File: src/rtl/attn_pkg.sv
// Shared defaults and FSM encoding for the attention dispatcher and its
// round-robin picker.
package attn_pkg;

  localparam int unsigned DEF_N_LINES = 6;
  localparam int unsigned DEF_ID_W    = 3;

  typedef enum logic [1:0] {
    IDLE  = 2'd0,
    OFFER = 2'd1,
    BUSY  = 2'd2
  } state_t;

  // Successor of idx in a ring of n entries.
  function automatic int unsigned wrapInc(input int unsigned idx, input int unsigned n);
    return (idx + 1 >= n) ? 0 : idx + 1;
  endfunction

endpackage

File: src/rtl/rr_pick.sv
// Combinational round-robin picker: the first set pend bit at or after ptr,
// wrapping around the ring of N_LINES entries.
module rr_pick
  import attn_pkg::*;
#(
  parameter int unsigned N_LINES = DEF_N_LINES,
  parameter int unsigned ID_W    = DEF_ID_W
) (
  input  logic [N_LINES-1:0] pend,
  input  logic [ID_W-1:0]    ptr,
  output logic               found,
  output logic [ID_W-1:0]    idx
);

  function automatic logic [ID_W-1:0] candIdx(input logic [ID_W-1:0] base, input int unsigned off);
    int unsigned sum;
    sum = 32'(base) + off;
    if (sum >= N_LINES) sum = sum - N_LINES;
    return ID_W'(sum);
  endfunction

  // Scan from the farthest offset down so the closest candidate to ptr wins.
  always_comb begin
    found = 1'b0;
    idx   = '0;
    for (int k = N_LINES - 1; k >= 0; k--) begin
      if (pend[candIdx(ptr, k)]) begin
        found = 1'b1;
        idx   = candIdx(ptr, k);
      end
    end
  end

endmodule

File: src/rtl/attn_dispatch.sv
// Attention dispatcher: latches rising edges of the request lines, offers
// pending lines round-robin to a service engine and guards each service
// with a timeout.
module attn_dispatch
  import attn_pkg::*;
#(
  parameter int unsigned N_LINES = DEF_N_LINES,
  parameter int unsigned ID_W    = DEF_ID_W,
  parameter int unsigned TIMEOUT = 255
) (
  input  logic               clk,
  input  logic               rst_n,
  input  logic [N_LINES-1:0] req,
  output logic               svc_valid,
  input  logic               svc_ready,
  output logic [ID_W-1:0]    svc_id,
  input  logic               done,
  output logic [N_LINES-1:0] pend,
  output logic               busy,
  output logic               timeout_err,
  input  logic               err_clr
);

  localparam int unsigned      TMR_W    = $clog2(TIMEOUT + 1);
  localparam logic [TMR_W-1:0] TMR_LAST = TMR_W'(TIMEOUT - 1);

  state_t             r_state;
  state_t             w_nextState;
  logic [N_LINES-1:0] r_reqQ;
  logic [N_LINES-1:0] r_pend;
  logic [N_LINES-1:0] w_rise;
  logic [N_LINES-1:0] w_clrMask;
  logic [N_LINES-1:0] w_pendNext;
  logic [ID_W-1:0]    r_ptr;
  logic [ID_W-1:0]    r_svcId;
  logic [ID_W-1:0]    w_pickIdx;
  logic [TMR_W-1:0]   r_timer;
  logic               r_timeoutErr;
  logic               w_pickFound;
  logic               w_accept;
  logic               w_finish;
  logic               w_expire;

  rr_pick #(
    .N_LINES (N_LINES),
    .ID_W    (ID_W)
  ) u_pick (
    .pend  (r_pend),
    .ptr   (r_ptr),
    .found (w_pickFound),
    .idx   (w_pickIdx)
  );

  assign w_rise   = req & ~r_reqQ;
  assign w_accept = (r_state == OFFER) && svc_ready;
  assign w_finish = (r_state == BUSY) && done;
  assign w_expire = (r_state == BUSY) && !done && (r_timer == TMR_LAST);

  // A fresh rising edge on the line being retired keeps it pending.
  assign w_clrMask  = (w_finish || w_expire) ? (N_LINES'(1) << r_svcId) : '0;
  assign w_pendNext = (r_pend & ~w_clrMask) | w_rise;

  always_ff @(posedge clk) begin
    if (!rst_n) begin
      r_state <= IDLE;
    end else begin
      r_state <= w_nextState;
    end
  end

  always_comb begin
    w_nextState = r_state;
    case (r_state)
      IDLE:    if (w_pickFound) w_nextState = OFFER;
      OFFER:   if (svc_ready) w_nextState = BUSY;
      BUSY:    if (w_finish || w_expire) w_nextState = IDLE;
      default: w_nextState = IDLE;
    endcase
  end

  always_comb begin
    svc_valid = (r_state == OFFER);
    busy      = (r_state == BUSY);
  end

  // svc_id only moves on a pick in IDLE, so it stays frozen through OFFER/BUSY.
  always_ff @(posedge clk) begin
    if (!rst_n) begin
      r_reqQ       <= '0;
      r_pend       <= '0;
      r_ptr        <= '0;
      r_svcId      <= '0;
      r_timer      <= '0;
      r_timeoutErr <= 1'b0;
    end else begin
      r_reqQ <= req;
      r_pend <= w_pendNext;
      if ((r_state == IDLE) && w_pickFound) begin
        r_svcId <= w_pickIdx;
      end
      if (w_accept) begin
        r_ptr   <= ID_W'(wrapInc(32'(r_svcId), N_LINES));
        r_timer <= '0;
      end else if (r_state == BUSY) begin
        r_timer <= r_timer + 1'b1;
      end
      if (w_expire) begin
        r_timeoutErr <= 1'b1;
      end else if (err_clr) begin
        r_timeoutErr <= 1'b0;
      end
    end
  end

  assign pend        = r_pend;
  assign svc_id      = r_svcId;
  assign timeout_err = r_timeoutErr;

endmodule

File: config.mk
export PLATFORM = sky130hd
export DESIGN_NAME = attn_dispatch
export DESIGN_NICKNAME = d
export VERILOG_FILES = /design/src/rtl/attn_pkg.sv /design/src/rtl/rr_pick.sv /design/src/rtl/attn_dispatch.sv
export SDC_FILE = /design/constraint.sdc
export NUM_CORES = 1
export LEC_CHECK = 0
export BUFFER_PORTS_ARGS = -buffer_cell sky130_fd_sc_hd__buf_2
export CORE_ASPECT_RATIO = 1.2
export CORE_UTILIZATION = 30
export CTS_CLUSTER_DIAMETER = 40
export CTS_CLUSTER_SIZE = 14
export DETAILED_ROUTE_END_ITERATION = 10
export PLACE_DENSITY = 0.52
export REMOVE_ABC_BUFFERS = 1
export SYNTH_ARGS = -nofsm -noshare
export SYNTH_HDL_FRONTEND = slang
export SYNTH_SLANG_ARGS = --single-unit
File: constraint.sdc
create_clock -name clk -period 6.2 [get_ports clk]
set_input_delay 0.62 -clock clk [delete_from_list [all_inputs] [get_ports clk]]
set_output_delay 0.62 -clock clk [all_outputs]
set_load 0.02 [all_outputs]
Word-level counts from Yosys, hierarchy flattened
Cells that the tools add are included.
- memories kept: 0
- bits of input ports: 11
- bits in latches: 0
- word-level logic and storage cells: 95
- RAM bits: 0
- bits in registers: 29
- memory bits (read-only): 0
- output and inout bits: 12
- divide/modulo/power cells: 0
- muxes and demuxes: 38
- order comparisons: 13
- bitwise gates (word level): 6
- add/subtract/negate cells: 13
- multipliers: 0
- shifts and indexed selects: 1
- reduce and logical (&&, ||, !) cells: 11
- equality and inequality tests: 6
- operator list (kind ; count):
    2-to-1 mux 3 bit ; 13
    greater-or-equal comparator 4 x 3 -> 1 bit (second input constant) ; 6
    less-than comparator 3 x 4 -> 1 bit (second input constant) ; 6
    binary-select mux 1 bit (select 3 bit) ; 6
    subtractor 3 bit (second input constant) ; 6
    2-to-1 mux 1 bit ; 14
    AND 6 bit ; 2
    inverter 6 bit ; 2
    adder 3 x 1 -> 4 bit (second input constant) ; 2
    adder 3 x 2 -> 4 bit (second input constant) ; 2
    adder 3 x 3 -> 4 bit (second input constant) ; 2
    adder 8 x 1 -> 8 bit (second input constant) ; 1
    equality test 8 bit (second input constant) ; 1
    2-to-1 mux 2 bit ; 3
    2-to-1 mux 6 bit ; 1
    OR 6 bit ; 1
    case mux 2 bit (3 select lines) ; 1
    << shifter 1 x 3 -> 6 bit (first input constant) ; 1
    logical AND 1 bit ; 5
    inequality test 2 x 1 -> 1 bit (second input constant) ; 2
    greater-or-equal comparator 3 bit (second input constant) ; 1
    AND reduction 3 bit ; 1
    equality test 2 x 1 -> 1 bit (second input constant) ; 1
    equality test 2 bit (second input constant) ; 1
    7 further kinds ; 7

Depth between registers and ports, before layout
Gate-level depths: netlist of the first run.
- depth in word-level cells: 13
- depth in mapped cells: 12
- mapped depth without buffers: 10

Modules after synthesis
Synthesis of the first run repeated with hierarchy kept, for this count alone.
- cells, all modules: 244
- area total of the unflattened synthesis: 2077.0 sq um
- by module, submodules not included (module ; instances ; sequential area each (sq um) ; cells each ; area each (sq um)):
    attn_dispatch ; 1 ; 580.6 ; 136 ; 1251.2
    rr_pick ; 1 ; 0.0 ; 108 ; 825.8

Worst setup path after synthesis of the first run
No wires, ideal clock.
- path kind: reg-to-reg
- start: register r_ptr[0]
- end: register r_svcId[1] (netlist: svc_id[1])
- stages on the path, launching flop included: 13
- clock period less this slack: 2.576 ns
- arrival time: 2.438 ns
- buffers on the path: 3
- required time: 6.062 ns
- slack: 3.624 ns
- library setup time: 0.138 ns
- path through: dfxtp_1 buf_6 buf_8 inv_1 ha_1 clkbuf_1 nor3b_1 a21oi_1 o211a_1 a211oi_1 and4bb_1 a211oi_1 a311oi_1
- word-level cells in the longest chain between the ends: 12
- elaborated cells between the ends (all ways): 48
- those cells by class: add/sub (11); order compare (6); mux (30); reduce/logical (1)
- ends and longest elaborated chain (element ; RTL line ; source):
    from (decl) ; attn_dispatch.sv:34 ; logic [ID_W-1:0] r_ptr;
    from (signal assigned) ; attn_dispatch.sv:102 ; r_ptr <= ID_W'(wrapInc(32'(r_svcId), N_LINES));
    adder 3 x 3 -> 4 bit ; rr_pick.sv:17 ; sum = 32'(base) + off;
    greater-or-equal comparator 4 x 3 -> 1 bit / subtractor 3 bit (equally long branches) ; rr_pick.sv:18 ; if (sum >= N_LINES) sum = sum - N_LINES;
    2-to-1 mux 3 bit ; rr_pick.sv:18 ;
    binary-select mux 1 bit (select 3 bit) ; rr_pick.sv:27 ; if (pend[candIdx(ptr, k)]) begin
    2-to-1 mux 1 bit (not written as such) ; rr_pick.sv:27 ;
    2-to-1 mux 1 bit (6 in a row) ; rr_pick.sv:27 ;
    logical AND 1 bit ; attn_dispatch.sv:98 ; if ((r_state == IDLE) && w_pickFound) begin
    to (signal assigned) ; attn_dispatch.sv:99 ; r_svcId <= w_pickIdx;
    to (decl) ; attn_dispatch.sv:35 ; logic [ID_W-1:0] r_svcId;
Parallel ways exist; a longest one is shown, timed or not. The select of a mux whose other input is x is not followed.
A chain may end at the register's enable or synchronous reset.

Worst setup path after layout of the first run
- start: register r_ptr[0]
- end: register r_state[0]
- word-level cells in the longest chain between the ends: 13
- elaborated cells between the ends (all ways): 43
- those cells by class: add/sub (11); order compare (6); eq/ne (1); mux (24); reduce/logical (1)
- ends and longest elaborated chain (element ; RTL line ; source):
    adder 3 x 3 -> 4 bit ; rr_pick.sv:17 ;
    greater-or-equal comparator 4 x 3 -> 1 bit / subtractor 3 bit (equally long branches) ; rr_pick.sv:18 ;
    2-to-1 mux 3 bit ; rr_pick.sv:18 ;
    binary-select mux 1 bit (select 3 bit) ; rr_pick.sv:27 ;
    2-to-1 mux 1 bit (not written as such) ; rr_pick.sv:27 ;
    2-to-1 mux 1 bit (5 in a row) ; rr_pick.sv:27 ;
    2-to-1 mux 1 bit (*) ; rr_pick.sv:27 ;
    inequality test 2 bit (no source line) (*) ; n/a ;
    AND reduction 3 bit (no source line) (*) ; n/a ;
    to (signal assigned) ; attn_dispatch.sv:67 ; r_state <= w_nextState;
    to (decl) ; attn_dispatch.sv:27 ; state_t r_state;
Every way passes the cells marked *; elsewhere a longest branch is shown, timed or not. The select of a mux whose other input is x is not followed.

==> run_results.csv, run 1 <==
group,metric,value,unit
cts,cts-resized-gates,0,
synth,synthFlopType,"dfxtp_1",
floorplan,die_x,77.36,um
global_routing,antenna_found_initial,0,
timing,fin_ws,2.997,ns
global_routing,grt_usage,0.1401,
outcome,outcome,"finished, final reports clean",
setup_path,critical-path-top-cell-by-count,"inv_1",
placement,hpwl,3554,um
floorplan,fp.dieH,92.43,um
placement,postPlaceCellArea,0.002205,mm^2
layout,drive_gt1_frac,0.1481,
setup_path,slowest_stage,"dfxtp_1",
setup_path,path_cells,"inv_1, ha_1, inv_1, or3_1, a21boi_1, a311oi_1, nand4b_1, nor2_1, a2111oi_0",
placement,placed_cells,347,
global_routing,use_met2,0.2537,
global_routing,gr-usage-met3,0.01773,
layout,final_nets,296,
timing,worst_slew_pin_slew,0.7805,ns
power,p_sw,0.3184,mW
layout,mostFrequentLayoutCell,"nor2_1",
drt,routed_wl,4718,um
drt,num_vias,1792,
drt,routedWlPerCell,13.29,um
timing,setup_viol,0,
power,p_int,0.4332,mW
global_routing,grt-ovfl-total,0,
power,p_seq_frac,0.336,
synth,synth_edf_count,0,
setup_path,worstPathRequired,6.36,ns
power,power_density,329.0,mW/mm^2
cts,clk_pin_slew,0.06,ns
layout,fin_area,0.002285,mm^2
floorplan,die-area,0.007150,mm^2
synth,syn-mean-instance-area,8.211,um^2
synth,yosysSeqAreaShare,0.2840,
drt,first_iter_violations,69,
drt,firstDrtPassIters,4,
floorplan,start_util,0.3133,
layout,area_delta_synth_final,11.75,%
drt,via_per_inst,5.048,
setup_path,worstPathMaxFanout,19,
placement,dp_slack,3.092,ns
layout,multi_input_area,0.001351,mm^2
setup_path,criticalPathCategory,"reg2reg",
global_routing,grt_pass1_vias,1690,
setup_path,critPathLaunchType,"flip-flop",
timing,hold_viol_final,0,
synth,ys_types,56,
timing,skew,0.005443,ns
global_routing,grt_pass1_wl,8010,um
power,p_comb_frac,0.467,
timing,rsz0062_at_grt,"no",
timing,relSlewSlack,0.4790,
drt,drtAntennaViolNets,0,
cts,cts_buffer_depth,2,
setup_path,cpPeakStageDelay,0.83,ns
cts,cts.sinks,29,
cts,hold_buffers,0,
setup_path,crit_arrival,3.36,ns
power,p_leak,0.9224,nW
floorplan,num_io_pins,23,
cts,cts_made_buffers,5,
floorplan,core_area,0.006526,mm^2
cts,cts-root-buf,"clkbuf_8",
cts,cts_tree,"yes",
layout,antenna_cells,0,
layout,layoutNonFillerInstCount,355,
cts,htreeDepth,2,
placement,globalplace.congestion,0.8527,
synth,yosysWarningCount,0,
power,p_sw_frac,0.4236,
timing,fmax,0.3122,GHz
timing,maxSlewViolCount,0,
layout,fillers,685,
drt,drc,0,
worst_hold_path,hold_class,"reg2reg",
timing,period_share,0.5166,
cts,post-cts-setup-buffers,0,
floorplan,rows,32,
global_routing,use_met1,0.1608,
timing,period_needed,3.203,ns
synth,netlist_area,0.002044,mm^2
global_routing,busiest_layer,"met2",
power,p_clk_frac,0.198,
synth,synth-seq-cells,29,
timing,tns,0,ns
layout,seqCellArea,580.6,um^2
cts,clk_latency,0.28,ns
global_routing,grt_max_degree,20,
synth,async_flop_share,0,
synth,syn_inst,249,
placement,io_buffer_count,22,
setup_path,crit_path_end_kind,"flip-flop",
power,vdd_drop_max,186.7,uV
job,drv_cap,0,
layout,final_cell_mix,"nor2_1, dfxtp_1, buf_2",
-- layout make-up --
cell class                 instances  share of cell area
tap                               85             0.04655
multi-input combinational        196              0.5915
clock buffer                       8             0.03505
sequential                        29              0.2541
timing repair buffer              22             0.04819
inverter                          15             0.02464
-- worst paths after layout --
check,slack [ns],depth (start not counted),from,to
setup / recovery,3.00,9,r_ptr[0],r_state[0]
hold reg to reg,0.49,2,timeout_err,timeout_err
setup reg to reg,3.00,9,r_ptr[0],r_state[0]
hold / removal,0.49,2,timeout_err,timeout_err
-- cell usage after synthesis, types with 4 or more instances --
master	number	area [um^2]
nor2_1	32	120.1
dfxtp_1	29	580.6
nand2_1	19	71.32
a21oi_1	18	90.09
ha_1	16	200.2
inv_1	15	56.30
and2_1	8	50.05
nor2b_1	8	50.05
mux2i_1	7	70.07
o21ai_0	7	35.03
xnor2_1	7	61.31
clkbuf_1	6	22.52
nor3_1	6	30.03
nand3_1	5	25.02
xor2_1	5	43.79
a211oi_1	4	30.03
-- power by group through the flow --
stage	combinational (mW)	sequential, mW	clock, mW
6_report	0.351	0.252	0.149
5_1_grt	0.385	0.258	0.161
4_1_cts	0.350	0.252	0.154
3_5_place_dp	0.348	0.256	0
3_3_place_gp	0.349	0.256	0
2_1_floorplan	0.252	0.259	0
-- stage by stage --
stage | power, mW | util | hold slack (ns)
4_1_cts | 0.7563 | 0.3501 | 0.4954
2_1_floorplan | 0.5117 | - | 0.4378
6_report | 0.7516 | 0.3501 | 0.4864
3_3_place_gp | 0.6047 | 0.3378 | 0.4689
3_5_place_dp | 0.6039 | 0.3378 | 0.4756
5_1_grt | 0.8038 | 0.3501 | 0.5230
-- layer usage --
| metal | up-vias | share of wire |
|---|---|---|
| met4 | 0 | 0.025 |
| met3 | 11 | 0.020 |
| met1 | 831 | 0.46 |
| li1 | 916 | - |
| met5 | - | 0 |
| met2 | 34 | 0.49 |
-- critical path, delay by kind of cell (launching register included) --
kind            cells  cell delay, ns
compound gates      3            0.63
simple gates        3            0.73
flops               1            0.83
buf+inv             2            0.30
fa+ha+maj           1            0.58
-- registers in the layout, summed over array words and instances (netlist names) --
signal,cells
r_state,2
timeout_err,1
r_reqQ,6
r_timer,8
r_ptr,3
svc_id,3
pend,6
-- logic make-up after synthesis --
group | after synthesis | synth area share
compound gates | 57 | 0.1885
mux | 13 | 0.07588
fa+ha+maj | 16 | 0.09792
buf+inv | 24 | 0.05508
xor+xnor | 12 | 0.05141
simple gates | 98 | 0.2473
flops | 29 | 0.2840
Power figures use the tool's default switching activity.
==> run 2, diff against run 1 <==
--- a/config.mk
+++ b/config.mk
@@ -5,6 +5,7 @@
 export SDC_FILE = /design/constraint.sdc
 export NUM_CORES = 1
 export LEC_CHECK = 0
+export ABC_AREA = 1
 export BUFFER_PORTS_ARGS = -buffer_cell sky130_fd_sc_hd__buf_2
 export CORE_ASPECT_RATIO = 1.2
 export CORE_UTILIZATION = 30
==> constraint.sdc (replaced) <==
create_clock -name clk -period 3.3 [get_ports clk]
set_input_delay 0.33 -clock clk [delete_from_list [all_inputs] [get_ports clk]]
set_output_delay 0.33 -clock clk [all_outputs]
set_load 0.02 [all_outputs]
==> run 2 against run 1 <==
Against the previous run: clock-buffer cell count decreased by 2; cell area rose by 3.1%; critical path depth rose by 5; hold slack worse by 0.23 ns; combinational power rose by 140%; critical path type unchanged.
==> run_results.csv, run 2 <==
group,metric,value,unit
outcome,outcome,"finished, final reports clean",
global_routing,grt_max_degree,18,
layout,multi_input_area,0.001281,mm^2
synth,yosysWarningCount,0,
drt,routed_wl,4799,um
placement,io_buffer_count,22,
layout,utilization,0.3588,
setup_path,r2r_slack,0.95,ns
global_routing,grt_usage,0.1471,
layout,final_nets,371,
global_routing,grt_pass1_vias,2000,
floorplan,core_area,0.006566,mm^2
synth,syn_inst,317,
synth,synth_area_leaders,"dfxtp_1, nand2_1, ha_1",
drt,drc,0,
cts,cts-root-buf,"clkbuf_8",
drt,drtAntennaViolNets,0,
synth,yosysSeqAreaShare,0.2797,
cts,cts.sinks,29,
cts,cts_tree,"yes",
cts,cts_made_buffers,5,
floorplan,start_util,0.3161,
setup_path,crit_path_end_kind,"flip-flop",
setup_path,worstPathRequired,3.46,ns
cts,hold_buffers,0,
synth,synthAdderAreaFrac,0.09644,
setup_path,worstPathMaxFanout,8,
timing,hold_viol_final,0,
placement,dp_slack,0.9658,ns
worst_hold_path,min_from,"req[3]",
global_routing,grt_pass1_wl,8562,um
floorplan,fp.dieH,93.12,um
setup_path,criticalPathCategory,"reg2reg",
global_routing,antenna_found_initial,0,
synth,yosysMostFrequentCell,"nand2_1",
synth,synth_xor_area_frac,0.008439,
power,p_total,1.562,mW
synth,yosys.area.top_type,"dfxtp_1",
floorplan,die_x,77.94,um
synth,ys_types,34,
floorplan,die-area,0.007257,mm^2
timing,rsz0062_at_grt,"no",
synth,synth_top_family_by_area,"simple AND/OR/NAND/NOR gates",
drt,routedWlPerCell,11.16,um
power,p_leak,1.117,nW
layout,fin_area,0.002356,mm^2
synth,synth_edf_count,0,
layout,drive_gt1_frac,0.1710,
timing,period_share,0.7132,
layout,fillers,761,
job,drv_cap,0,
cts,cts_buffer_depth,2,
setup_path,crit_arrival,2.51,ns
layout,largest_register,"r_timer",
layout,largest_reg_flops,8,
timing,relSlewSlack,0.6351,
cts,clk_pin_slew,0.06,ns
setup_path,rr_worst_depth,14,
worst_hold_path,hold_class,"in2reg",
floorplan,rows,32,
timing,tns,0,ns
floorplan,num_io_pins,23,
placement,hpwl,3847,um
worst_hold_path,min_to,"r_reqQ[3]",
setup_path,critPathLaunchType,"flip-flop",
synth,synthFlopType,"dfxtp_1",
timing,period_needed,2.354,ns
synth,synth-compound-area-share,0.1308,
drt,firstDrtPassIters,4,
timing,fmax,0.4249,GHz
timing,setup_viol,0,
timing,maxSlewViolCount,0,
timing,fin_ws,0.9464,ns
placement,postPlaceCellArea,0.002273,mm^2
setup_path,r2r_start,"r_ptr[1]",
drt,first_iter_violations,60,
layout,area_delta_synth_final,13.50,%
timing,skew,0.004718,ns
drt,via_per_inst,4.619,
synth,netlist_area,0.002076,mm^2
synth,synthTopCellsByCount,"nand2_1, inv_1, dfxtp_1, nand3_1, nor2_1",
synth,synth_top_area_frac,0.2797,
layout,mostFrequentLayoutCell,"nand2_1",
layout,seqCellArea,580.6,um^2
layout,antenna_cells,0,
cts,htreeDepth,2,
cts,post-cts-setup-buffers,0,
global_routing,grt-ovfl-total,0,
synth,synth.mux.area_fraction,0,
power,vdd_drop_max,312.7,uV
synth,async_flop_share,0,
setup_path,r2r-end,"svc_id[1]",
synth,syn-mean-instance-area,6.548,um^2
placement,globalplace.congestion,0.8024,
power,power_density,662.8,mW/mm^2
drt,num_vias,1986,
synth,synth-simple-area-share,0.3816,
worst_hold_path,min_path_cells,3,
cts,cts-resized-gates,0,
synth,synth-seq-cells,29,
timing,worst_slew_pin_slew,0.5453,ns
cts,clk_latency,0.28,ns
layout,final_cell_mix,"nand2_1, inv_1, dfxtp_1",
run 2: logic make-up (layout without fill, tap and decap cells):
kind of cell | Yosys count | in the layout
adders and majority gates | 16 | 16
AOI/OAI and AO/OA | 46 | 46
and+or+nand+nor | 171 | 171
xor gates and xnor gates | 2 | 2
DFF | 29 | 29
buffers and inverters | 53 | 81
run 2: layer usage:
metal,GRT usage,routed length (um)
met3,0.01951,120
met2,0.2773,2393
met4,0.06019,71
met1,0.1647,2214
met5,0,0
run 2: worst max-delay path by stage:
stage | depth (start not counted) | endpoint | from | slack (ns)
floorplan | 14 | svc_id[0] | r_ptr[0] | 0.90
global placement | 14 | svc_id[0] | r_ptr[1] | 0.99
detailed placement | 14 | svc_id[0] | r_ptr[1] | 0.97
CTS | 14 | svc_id[0] | r_ptr[1] | 0.94
global route | 14 | svc_id[0] | r_ptr[0] | 0.70
finish | 14 | svc_id[1] | r_ptr[1] | 0.95
run 2: cell type report:
class                           instances  area share
Multi-Input combinational cell        235      0.5438
Sequential cell                        29      0.2464
Inverter                               50     0.07966
Timing Repair Buffer                   23     0.04992
Tap cell                               85     0.04514
Clock buffer                            6     0.03080
Clock inverter                          2    0.004249
run 2: critical path, cell delays in order (launching register included):
cell,delay [ns]
dfxtp_1,0.44
inv_1,0.16
ha_1,0.45
inv_2,0.12
nor2_2,0.13
nand2_2,0.08
nand2_4,0.08
nand2_2,0.06
nand3_2,0.10
and2_4,0.16
nand2_2,0.06
o21ai_4,0.21
nor2_1,0.06
nand2_1,0.07
a21oi_1,0.06
run 2: per-stage QoR:
step / hold slack, ns / cells
final: 0.2527 / 430
after global routing: 0.2574 / 430
after CTS: 0.2398 / 430
after detailed placement: 0.4133 / 422
after global placement: 0.4056 / 422
after floorplan: 0.3988 / 314
run 2: where the power goes:
| part | internal (mW) | switching (mW) | leakage [nW] | total, mW |
|---|---|---|---|---|
| clock | 0.146 | 0.128 | 0.0450 | 0.274 |
| sequential | 0.391 | 0.0517 | 0.238 | 0.443 |
| combinational | 0.300 | 0.545 | 0.834 | 0.845 |
==> run 3, diff against run 2 <==
--- a/config.mk
+++ b/config.mk
@@ -12,7 +12,7 @@
 export CTS_CLUSTER_DIAMETER = 40
 export CTS_CLUSTER_SIZE = 14
 export DETAILED_ROUTE_END_ITERATION = 10
-export PLACE_DENSITY = 0.52
+export PLACE_DENSITY = 0.54
 export REMOVE_ABC_BUFFERS = 1
 export SYNTH_ARGS = -nofsm -noshare
 export SYNTH_HDL_FRONTEND = slang
==> constraint.sdc (replaced) <==
create_clock -name clk -period 2 [get_ports clk]
set_input_delay 0.2 -clock clk [delete_from_list [all_inputs] [get_ports clk]]
set_output_delay 0.2 -clock clk [all_outputs]
set_load 0.02 [all_outputs]
==> run 3 against run 2 <==
Against the previous run: the run now ends with negative setup slack left; maximum frequency increased by 18%; die area unchanged; sequential power increased by 65%; routed wire length increased by 15%; sequential cell count unchanged; largest power group unchanged; highest routed layer unchanged.
==> run_results.csv, run 3 (synthesis results as in run 2) <==
group,metric,value,unit
cts,cts-root-buf,"clkbuf_8",
setup_path,slowest_stage,"dfxtp_2",
placement,placed_cells,439,
layout,largest_register,"r_timer",
layout,layoutNonFillerInstCount,452,
floorplan,die_x,77.94,um
timing,worst_slew_pin_slew,0.4562,ns
outcome,violations,"negative setup slack",
timing,rsz0062_at_grt,"yes",
setup_path,cpPeakStageDelay,0.33,ns
drt,routed_wl,5534,um
setup_path,crit_path_end_kind,"flip-flop",
global_routing,busiest_layer,"met2",
worst_hold_path,hold_class,"in2reg",
global_routing,grt_max_degree,18,
setup_path,crit_buf_inv,2,
job,drv_cap,0,
setup_path,criticalPathCategory,"reg2reg",
cts,clk_pin_slew,0.06,ns
timing,hold_viol_final,0,
cts,cts_tree,"yes",
power,p_comb_frac,0.601,
global_routing,grt_pass1_wl,9418,um
power,p_clk_frac,0.158,
layout,mostFrequentLayoutCell,"nand2_1",
drt,firstDrtPassIters,4,
placement,io_buffer_count,22,
setup_path,r2r_slack,-0.0005,ns
floorplan,rows,32,
drt,drtAntennaViolNets,0,
layout,largest_reg_flops,8,
cts,clk_latency,0.28,ns
placement,hpwl,4263,um
layout,drive_gt1_frac,0.3351,
layout,final_nets,394,
drt,num_vias,2174,
cts,cts_made_buffers,5,
setup_path,cp_top_family,"simple AND/OR/NAND/NOR gates",
floorplan,start_util,0.3161,
timing,tns,-0.0005269,ns
drt,routedWlPerCell,12.24,um
worst_hold_path,min_from,"req[3]",
global_routing,use_met1,0.1679,
outcome,outcome,"complete, but fails checks",
setup_path,startpoint,"r_ptr[1]",
cts,cts.sinks,29,
global_routing,grt_pass1_vias,2169,
timing,period_share,1.000,
timing,skew,0.006764,ns
cts,htreeDepth,2,
layout,fillers,690,
timing,fmax,0.4999,GHz
timing,maxSlewViolCount,0,
power,p_total,3.024,mW
setup_path,crit_arrival,2.17,ns
global_routing,grt_usage,0.1655,
cts,cts_buffer_depth,2,
global_routing,antenna_found_initial,0,
timing,setup_viol,1,
power,vdd_drop_max,635.7,uV
floorplan,num_io_pins,23,
power,power_density,1089,mW/mm^2
power,p_leak,1.267,nW
setup_path,critPathLaunchType,"flip-flop",
floorplan,die-area,0.007257,mm^2
timing,period_needed,2.001,ns
layout,antenna_cells,0,
layout,area_delta_synth_final,33.76,%
setup_path,worstPathMaxFanout,7,
setup_path,r2r_start,"r_ptr[1]",
placement,dp_slack,-0.1067,ns
layout,final_cell_mix,"nand2_1, inv_1, dfxtp_1",
power,p_sw_frac,0.4499,
placement,globalplace.congestion,0.8071,
global_routing,grt-ovfl-total,0,
power,p_int,1.663,mW
setup_path,critical-path-top-cell-by-count,"nand2_2",
drt,drc,0,
power,p_sw,1.360,mW
floorplan,fp.dieH,93.12,um
floorplan,core_area,0.006566,mm^2
power,p_seq_frac,0.242,
drt,first_iter_violations,77,
layout,fin_area,0.002776,mm^2
setup_path,worstPathRequired,2.17,ns
timing,relSlewSlack,0.6938,
setup_path,path_cells,"buf_6, ha_4, inv_2, nand2_2, nand2_2, nand2_2, nand2_2, nand2_2, nand2_4, nand2_4, nand3_4, nand3_2, o21ai_4, nor2_1, nand2_1, a21oi_1",
global_routing,use_met2,0.3245,
drt,via_per_inst,4.810,
timing,fin_ws,-0.0005269,ns
placement,postPlaceCellArea,0.002401,mm^2
global_routing,gr-usage-met3,0.03024,
==> run 3: worst min-delay path: cells and delay by family <==
kind	cells	cell delay (ns)
buffers and inverters	2	0.12
and+or+nand+nor	1	0.05
==> run 3: layout make-up <==
type | count | area, um^2 | area share
clock buffer | 7 | 86.33 | 0.03110
timing repair buffer | 46 | 297.8 | 0.1073
multi-input combinational | 235 | 1504 | 0.5417
sequential | 29 | 589.3 | 0.2123
inverter | 50 | 192.7 | 0.06940
tap | 85 | 106.4 | 0.03831
==> run 3: metal layers <==
layer,vias up,part of all wire
met5,-,0
met4,0,0.029
met3,16,0.031
met2,34,0.53
met1,992,0.41
li1,1132,-
==> run 3: final timing paths <==
check,end,cells past startpoint
min reg2reg,pend[5],1
max reg2reg,svc_id[0],16
min,r_reqQ[3],3
max,svc_id[0],16
==> run 3: stage by stage <==
step,hold slack [ns],utilization
6_report,0.1242,0.4228
5_1_grt,0.1356,0.4228
4_1_cts,0.1195,0.3956
3_5_place_dp,0.4088,0.3657
3_3_place_gp,0.3987,0.3657
2_1_floorplan,0.3066,-
==> run 3: power groups by stage <==
| stage | logic, mW | clock network [mW] | registers (mW) |
|---|---|---|---|
| after floorplan | 1.05 | 0 | 0.779 |
| after global placement | 1.52 | 0 | 0.731 |
| after detailed placement | 1.54 | 0 | 0.733 |
| after CTS | 1.64 | 0.493 | 0.728 |
| after global routing | 2.04 | 0.512 | 0.742 |
| final | 1.82 | 0.476 | 0.731 |
==> run 3: repair_timing <==
action	4_1_cts	5_1_grt
setup buffers	3	3
pin swaps	6	21
endpoints found under the setup margin	4	7
gates resized for setup	18	41
hold buffers	0	0
